--- src/rtl/sc_pkg.sv ---
// ============================================================================
// Module : sc_pkg
// Brief  : Shared stochastic-computing types and early-termination helper.
// Rev    : 1.0
// ============================================================================
`default_nettype none

package sc_pkg;

  localparam int c_et_w = 32;

  typedef enum logic [1:0] {
    IDLE = 2'd0,
    RUN  = 2'd1,
    DONE = 2'd2
  } et_state_t;

  // {hi, lo}: hi once the count has reached thresh, lo once even all-ones in the
  // remaining samples cannot reach it. Wide operands keep the sum overflow-free.
  function automatic logic [1:0] et_resolved(
    input logic [c_et_w-1:0] count,
    input logic [c_et_w-1:0] cycles,
    input logic [c_et_w-1:0] thresh,
    input logic [c_et_w-1:0] len
  );
    logic hi;
    logic lo;
    hi = (count >= thresh);
    lo = ((count + (len - cycles)) < thresh);
    return {hi, lo};
  endfunction

endpackage

`default_nettype wire

--- src/rtl/sc_et_check.sv ---
// ============================================================================
// Module : sc_et_check
// Brief  : Combinational hi/lo evaluator for threshold early termination.
// Rev    : 1.0
// ============================================================================
`default_nettype none

module sc_et_check
  import sc_pkg::*;
#(
  parameter int CNT_W      = 8,
  parameter int STREAM_LEN = 255
) (
  input  logic [CNT_W:0]   nc,
  input  logic [CNT_W:0]   ny,
  input  logic [CNT_W-1:0] thresh,
  output logic             hi,
  output logic             lo
);

  logic [1:0] w_res;

  assign w_res = et_resolved(c_et_w'(nc), c_et_w'(ny), c_et_w'(thresh),
                             c_et_w'(STREAM_LEN));
  assign hi = w_res[1];
  assign lo = w_res[0];

endmodule

`default_nettype wire

--- src/rtl/sc_et_accum.sv ---
// ============================================================================
// Module : sc_et_accum
// Brief  : Stochastic bitstream counter with threshold early termination.
// Rev    : 1.0
// ============================================================================
`default_nettype none

module sc_et_accum
  import sc_pkg::*;
#(
  parameter int  STREAM_LEN = 255,
  parameter bit  ET_EN      = 1'b1,
  localparam int CNT_W      = $clog2(STREAM_LEN + 1)
) (
  input  logic             clk,
  input  logic             rst_n,
  input  logic             start,
  input  logic             x_in,
  input  logic [CNT_W-1:0] thresh,
  output logic             busy,
  output logic             done,
  output logic [CNT_W-1:0] count,
  output logic             decision,
  output logic             early,
  output logic [CNT_W-1:0] cycles
);

  localparam logic [CNT_W:0] c_len = (CNT_W + 1)'(STREAM_LEN);

  et_state_t        r_state;
  et_state_t        w_state_next;
  logic [CNT_W-1:0] r_thresh;
  logic [CNT_W:0]   w_nc;
  logic [CNT_W:0]   w_ny;
  logic             w_hi;
  logic             w_lo;
  logic             w_at_len;
  logic             w_end;
  logic             w_accept;

  assign w_nc     = {1'b0, count} + {{CNT_W{1'b0}}, x_in};
  assign w_ny     = {1'b0, cycles} + {{CNT_W{1'b0}}, 1'b1};
  assign w_at_len = (w_ny == c_len);
  assign w_end    = w_at_len | (ET_EN & (w_hi | w_lo));
  assign w_accept = start & ((r_state == IDLE) | (r_state == DONE));

  sc_et_check #(
    .CNT_W      (CNT_W),
    .STREAM_LEN (STREAM_LEN)
  ) u_check (
    .nc     (w_nc),
    .ny     (w_ny),
    .thresh (r_thresh),
    .hi     (w_hi),
    .lo     (w_lo)
  );

  always_ff @(posedge clk or negedge rst_n) begin
    if (!rst_n) begin
      r_state <= IDLE;
    end else begin
      r_state <= w_state_next;
    end
  end

  always_comb begin
    w_state_next = r_state;
    case (r_state)
      IDLE:    if (start) w_state_next = RUN;
      RUN:     if (w_end) w_state_next = DONE;
      DONE:    w_state_next = start ? RUN : IDLE;
      default: w_state_next = IDLE;
    endcase
  end

  // Results hold after DONE and are only cleared by an accepted start.
  always_ff @(posedge clk or negedge rst_n) begin
    if (!rst_n) begin
      r_thresh <= '0;
      count    <= '0;
      cycles   <= '0;
      decision <= 1'b0;
      early    <= 1'b0;
    end else if (w_accept) begin
      r_thresh <= thresh;
      count    <= '0;
      cycles   <= '0;
      decision <= 1'b0;
      early    <= 1'b0;
    end else if (r_state == RUN) begin
      count  <= w_nc[CNT_W-1:0];
      cycles <= w_ny[CNT_W-1:0];
      if (w_end) begin
        decision <= w_hi;
        early    <= ~w_at_len;
      end
    end
  end

  assign busy = (r_state == RUN);
  assign done = (r_state == DONE);

endmodule

`default_nettype wire

--- config.mk ---
export PLATFORM = sky130hd
export DESIGN_NAME = sc_et_accum
export DESIGN_NICKNAME = d
export VERILOG_FILES = /design/src/rtl/sc_pkg.sv /design/src/rtl/sc_et_check.sv /design/src/rtl/sc_et_accum.sv
export SDC_FILE = /design/constraint.sdc
export NUM_CORES = 1
export LEC_CHECK = 0
export CORE_UTILIZATION = 40
export CTS_BUF_LIST = sky130_fd_sc_hd__clkbuf_8
export DETAILED_ROUTE_END_ITERATION = 10
export PLACE_DENSITY_LB_ADDON = 0.3
export SLEW_MARGIN = 40
export SYNTH_ARGS = -nofsm -noshare
export SYNTH_HDL_FRONTEND = slang
export SYNTH_HIERARCHICAL = 1
export SYNTH_SLANG_ARGS = --single-unit
--- constraint.sdc ---
create_clock -name clk -period 4.4 [get_ports clk]
set_input_delay 0.88 -clock clk [delete_from_list [all_inputs] [get_ports clk]]
set_output_delay 0.88 -clock clk [all_outputs]
set_load 0.005 [all_outputs]
==> results of run 1 <==
[cell usage after synthesis, types with 2 or more instances]
cell type	instances
nand2_1	45
ha_1	29
dfrtp_1	28
inv_1	27
nor2_1	18
o21ai_0	15
a21oi_1	11
xnor2_1	11
a21o_1	10
nand3_1	10
a31oi_1	6
nand2b_1	5
nor2b_1	5
a211oi_1	4
buf_2	4
xor2_1	4
a22o_1	3
a41oi_1	3
and3_1	3
nand4_1	3
o31ai_1	3
buf_6	2
o22ai_1	2
[area by class of cell]
class	count	area, sq um
clock buffer	3	41.29
tap	72	90.09
fill	506	2577
multi-input combinational	214	1567
sequential	28	700.7
clock inverter	1	30.03
inverter	28	105.1
timing repair buffer	61	530.5
[state kept, by name, indices dropped and copies added, names as in the netlist]
register	count
decision	1
cycles	8
r_state	2
r_thresh	8
count	8
early	1
[worst max path at each step]
stage / from / endpoint / slack [ns] / depth (start not counted)
2_1_floorplan: x_in / early / 0.27 / 17
3_3_place_gp: x_in / early / -0.18 / 18
3_5_place_dp: x_in / early / -0.33 / 18
4_1_cts: x_in / early / 0.03 / 20
5_1_grt: x_in / early / -0.04 / 18
6_report: x_in / early / 0.08 / 18
[per-layer routing]
layer,GRT usage (%),vias up,part of all wire [%]
li1,-,1080,-
met1,26.79,987,48
met2,29.74,49,47
met3,2.414,8,3.8
met4,6.545,0,1.5
met5,0,-,0
[tightest hold or removal path: stages, from the launching register on]
cell     delay [ns]
dfrtp_1        0.36
nand2_1        0.05
nand2_1        0.06
[stage by stage]
| stage | instance area (sq um) | instances | hold WS (ns) | util [%] | setup TNS (ns) |
|---|---|---|---|---|---|
| after floorplan | 2390 | 278 | 0.4457 | - | 0 |
| after global placement | 2938 | 402 | 0.4632 | 52.07 | -0.6037 |
| after detailed placement | 2933 | 402 | 0.4677 | 51.98 | -1.150 |
| after CTS | 3008 | 406 | 0.4914 | 53.32 | 0 |
| after global routing | 3064 | 407 | 0.5211 | 54.31 | -0.05964 |
| final | 3064 | 407 | 0.4889 | 54.31 | 0 |
[timing repair]
item	CTS	global route
resized for setup	1	9
endpoints found under the setup margin	1	4
setup buffers	0	1
hold endpoints to repair	0	0
cloned	0	0
pin swaps	0	4
[power groups by stage]
stage	registers (mW)	clock network [mW]	logic, mW
after detailed placement	0.441	0	1.35
after global routing	0.461	0.226	1.56
after CTS	0.437	0.214	1.37
final	0.443	0.209	1.39
after global placement	0.441	0	1.33
after floorplan	0.425	0	0.904
[cells by family (layout without fill, tap and decap cells)]
kind of cell    count (synthesis)  in the layout
flops                          28             28
fa+ha+maj                      30             30
xor+xnor                       16             16
buf+inv                        36             93
compound gates                 68             68
simple gates                   98             98
mux                             2              2
==> results.toml, run 1 <==
[outcome]
result_of_the_run = "finished clean"

[critical_path]
r2r.worst_path.cells = 17
worstSetupPathType = "in2reg"
critical_path.reg2reg.startpoint = "cycles[2]"
crit_path_max_fanout = 3
timing.critical_path.required_ns = 4.61
timing.critical_path.arrival_ns = 4.52
critPathSlowestCell = "or4b_2"
critPathLaunchType = "input pin"
cp_top_family = "compound AO/OA/AOI/OAI gates"
worst-path-buf-inv = 1
critical_path.cell_chain = "clkdlybuf4s50_1 -> ha_4 -> nand3_2 -> xnor2_2 -> ha_1 -> a21o_1 -> a21oi_2 -> a21boi_2 -> or4b_2 -> nand3_1 -> ha_1 -> a21oi_1 -> o31ai_1 -> a221oi_2 -> nor2_1 -> nor2_1 -> o22ai_1 -> a21oi_1"
critical_path.max_stage_delay_ns = 0.62
reg2reg_slack_ns = 0.59
critical_path.reg2reg.endpoint = "early"
critical_path.endpoint_type = "flip-flop"

[global_route]
antenna_found_initial = 0
global_route.usage.total_pct = 18.99
grt_pass1_wl_microns = 9349
grt_pass1_vias = 2000
largest_net_degree_at_the_start_of_global_routing = 27
grt.overflow.total = 0

[synthesis]
post_synth_adder_cell_area_pct = 16.02
post_synthesis_area_per_instance_sq_um = 8.596
yosys_most_used_dff = "dfrtp_1"
post-synth-top-area-cell = "dfrtp_1"
synth_top_family_by_area = "compound AO/OA/AOI/OAI gates"
postSynthNetCount = 320
synth_top_cell_area_share_pct = 29.32
synth_cells = 278
synth.yosys.seq_area_share_pct = 29.32
synth-async-reset-ratio_pct = 100.0
synth_edf_count = 0
synth_area_sq_um = 2390
largest_cells_by_area_after_synthesis = "dfrtp_1 29%, ha_1 15%, nand2_1 7.1%"
synth.distinct_cells = 50
ys_seq_elements = 28
post_synth_and_or_nand_nor_area_fraction_pct = 19.69
post_synth_mux_area_share_pct = 0.8901
synth.yosys.warnings = 6
post_synth_xor_area_fraction_pct = 6.649
synth_compound_area_share_pct = 20.10

[floorplanning]
initial_utilization_pct = 42.36
core_ar_sq_um = 5642
num_rows = 27
chipHeight_microns = 79.30
die_width_microns = 79.30
ios = 32
floorplan.die_area_sq_um = 6288

[clock_network]
ctsRootBufferMaster = "clkbuf_8"
cts-root-to-sink-buffers = 2
cts.sinks = 28
post_cts_hold_buffer_count = 0
clk_transition_reported_paths_ns = 0.10
skew_pair_late_insertion_delay_ns = 0.28
clock_tree.htree_level_count = 1
cts_made_buffers = 3
cts_tree = "done"

[drt]
wl_per_cell_microns = 13.66
via_count = 2124
drt-initial-drc-count = 127
drt_pass1_iterations = 6
postRouteWirelength_microns = 5560
vias_per_cell = 5.219
drcViolationCount = 0
detail-route-antenna-nets = 0

[timing]
worst_slack_ns = 0.08490
final_slew_viol_count = 0
final_setup_vio_count = 0
worst_slew_margin_rel_pct = 65.16
worst_pin_slew_ns = 0.5226
fin_crit_ns = 4.315
clock.fmax_mhz = 231.7
worst_clk_skew_ns = 0.004732
timing.final.hold_violations = 0
timing.final.crit_share_pct = 98.07

[layout]
final_common_cell = "nand2_1"
post_route_cells_drive_above_1_share_pct = 16.72
antennaDiodeCount = 0
most-common-layout-cells = "45 x nand2_1, 30 x clkdlybuf4s50_1, 30 x buf_4"
area_delta_synth_final_pct = 28.22
fin_nets = 378

[power_and_ir_drop]
p_per_area_nw_per_um2 = 667.9
design_power_total_mw = 2.047
p_leak_nw = 1.513
internal_power_mw = 1.171
power.switching_fraction_pct = 42.81
maximum_vdd_drop_mv = 0.4735
p_clk_share_pct = 10.2
total_switching_power_uw = 876.2
pwr-share-comb_pct = 68.1
pwr-share-seq_pct = 21.7

[place]
buffer_ports.inserted = 31
placement.setup.worst_slack_ns = -0.3343
replace_congestion = 0.8557
detail_placement_hpwl_microns = 4299

[job]
cap_viol_max_count = 0

[hold_path]
min_path_cells = 2
worst_hold_path_type = "reg2reg"
hold_path_sink = "r_thresh[4]"
min-delay-start = "r_thresh[4]"
(Power assumes the default switching activity.)
==> run 2, diff against run 1 <==
- RECOVER_POWER: not set -> 50
==> run 2 against run 1 <==
Net effect: clock skew is essentially flat; sequential cell count is the same; critical path type unchanged; highest routed layer unchanged; first-iteration DRC count grew 2.4%; largest cell class unchanged.
==> results.toml, run 2 (synthesized netlist as in run 1, its figures left out) <==
[timing]
fin_crit_ns = 4.329
worst_pin_slew_ns = 1.215
worst_slew_margin_rel_pct = 19.03
worst_clk_skew_ns = 0.004723
clock.fmax_mhz = 231.0
timing.final.hold_violations = 0
final_layout_setup_total_negative_slack_ns = 0
timing.final.crit_share_pct = 98.38
final_slew_viol_count = 0
final_setup_vio_count = 0
worst_slack_ns = 0.07117

[layout]
area_delta_synth_final_pct = 27.91
fillerInstances = 508
most-common-layout-cells = "45 x nand2_1, 29 x clkdlybuf4s50_1, 29 x buf_4"
register_area_sq_um = 700.7
antennaDiodeCount = 0
fin_nets = 378
final_common_cell = "nand2_1"
post_route_cells_drive_above_1_share_pct = 15.82
final_design_area_no_fill_sq_um = 3057
final_core_util_pct = 54.18
top_regs = "count: 8 flops, cycles: 8 flops, r_thresh: 8 flops"
total_area_of_multi_input_combinational_cells_sq_um = 1564

[floorplanning]
num_rows = 27
die_width_microns = 79.30
floorplan.die_area_sq_um = 6288
core_ar_sq_um = 5642
initial_utilization_pct = 42.36
ios = 32
chipHeight_microns = 79.30

[drt]
wl_per_cell_microns = 13.65
drt-initial-drc-count = 130
drcViolationCount = 0
drt_pass1_iterations = 6
vias_per_cell = 5.233
detail-route-antenna-nets = 0
via_count = 2130
postRouteWirelength_microns = 5555

[clock_network]
cts-root-to-sink-buffers = 2
cts_made_buffers = 3
ctsRootBufferMaster = "clkbuf_8"
clk_transition_reported_paths_ns = 0.11
cts.sinks = 28
clock_tree.htree_level_count = 1
post_cts_hold_buffer_count = 0
cts_tree = "done"
skew_pair_late_insertion_delay_ns = 0.28

[place]
placement.setup.worst_slack_ns = -0.3343
detail_placement_hpwl_microns = 4299
buffer_ports.inserted = 31
replace_congestion = 0.8557
post_dp_cell_area_sq_um = 2933

[outcome]
result_of_the_run = "finished clean"

[job]
cap_viol_max_count = 0

[global_route]
grt.overflow.total = 0
global_route.usage.total_pct = 18.99
largest_net_degree_at_the_start_of_global_routing = 27
grt_pass1_vias = 2000
grt_pass1_wl_microns = 9349
antenna_found_initial = 0

[power_and_ir_drop]
design_power_total_mw = 2.047
p_leak_nw = 1.506
p_per_area_nw_per_um2 = 669.7
maximum_vdd_drop_mv = 0.4749

[hold_path]
worst_hold_path_type = "reg2reg"

[critical_path]
critPathLaunchType = "input pin"
critical_path.endpoint_type = "flip-flop"
timing.critical_path.required_ns = 4.61
worstSetupPathType = "in2reg"
timing.critical_path.arrival_ns = 4.54
crit_path_max_fanout = 3
==> run 2: worst max-delay path, stage by stage <==
cell and delay [ns]:
clkdlybuf4s50_1 0.52, ha_4 0.17, nand3_2 0.11, xnor2_2 0.16, ha_1 0.32, a21o_1 0.18
a21oi_2 0.21, a21boi_2 0.09, or4b_2 0.61, nand3_1 0.11, ha_1 0.24, a21oi_1 0.12
o31ai_1 0.10, a221oi_2 0.28, nor2_1 0.10, nor2_1 0.11, o22ai_1 0.08, a21oi_1 0.13
==> run 2: final cells by class <==
cell class,count,area share (%)
clock buffer,3,1.351
clock inverter,1,0.9824
inverter,28,3.438
multi-input combinational,214,51.17
sequential,28,22.92
tap,72,2.947
timing repair buffer,61,17.19
==> run 2: worst paths after layout <==
path | startpoint | to | slack [ns] | cells past startpoint
max in group asynchronous | rst_n | cycles[7] | 2.68 | 2
max | x_in | early | 0.07 | 18
min reg2reg | r_thresh[4] | r_thresh[4] | 0.49 | 2
min in group asynchronous | rst_n | r_thresh[1] | 0.82 | 1
min | r_thresh[4] | r_thresh[4] | 0.49 | 2
max reg2reg | cycles[2] | early | 0.58 | 17
==> run 2: repair_timing <==
item / in CTS / in global routing
buffers inserted: 0 / 1
setup endpoints to repair: 1 / 4
resized for setup: 1 / 9
pin swaps: 0 / 4
==> run 2: report_power, final <==
part | internal (mW) | switching (mW) | leakage (nW) | total [mW]
registers | 0.347 | 0.0954 | 0.368 | 0.442
clock network | 0.122 | 0.0876 | 0.0357 | 0.210
logic | 0.701 | 0.695 | 1.10 | 1.40
==> run 2: through the flow <==
step           cells  hold WS (ns)
2_1_floorplan    278        0.4457
6_report         407        0.4884
3_5_place_dp     402        0.4677
5_1_grt          407        0.5211
4_1_cts          406        0.4914
3_3_place_gp     402        0.4632
==> run 2: per-layer routing <==
layer	part of all wire, %	vias up	global-route usage (%)
li1	-	1080	-
met1	47	989	26.79
met2	46	53	29.74
met3	5.1	8	2.414
met4	1.5	0	6.545
met5	0	-	0
==> run 3, diff against run 2 <==
- CTS_CLUSTER_SIZE: not set -> 12
==> results of run 3 <==
No change in the layout: final DEF, timing and power equal those of run 2.
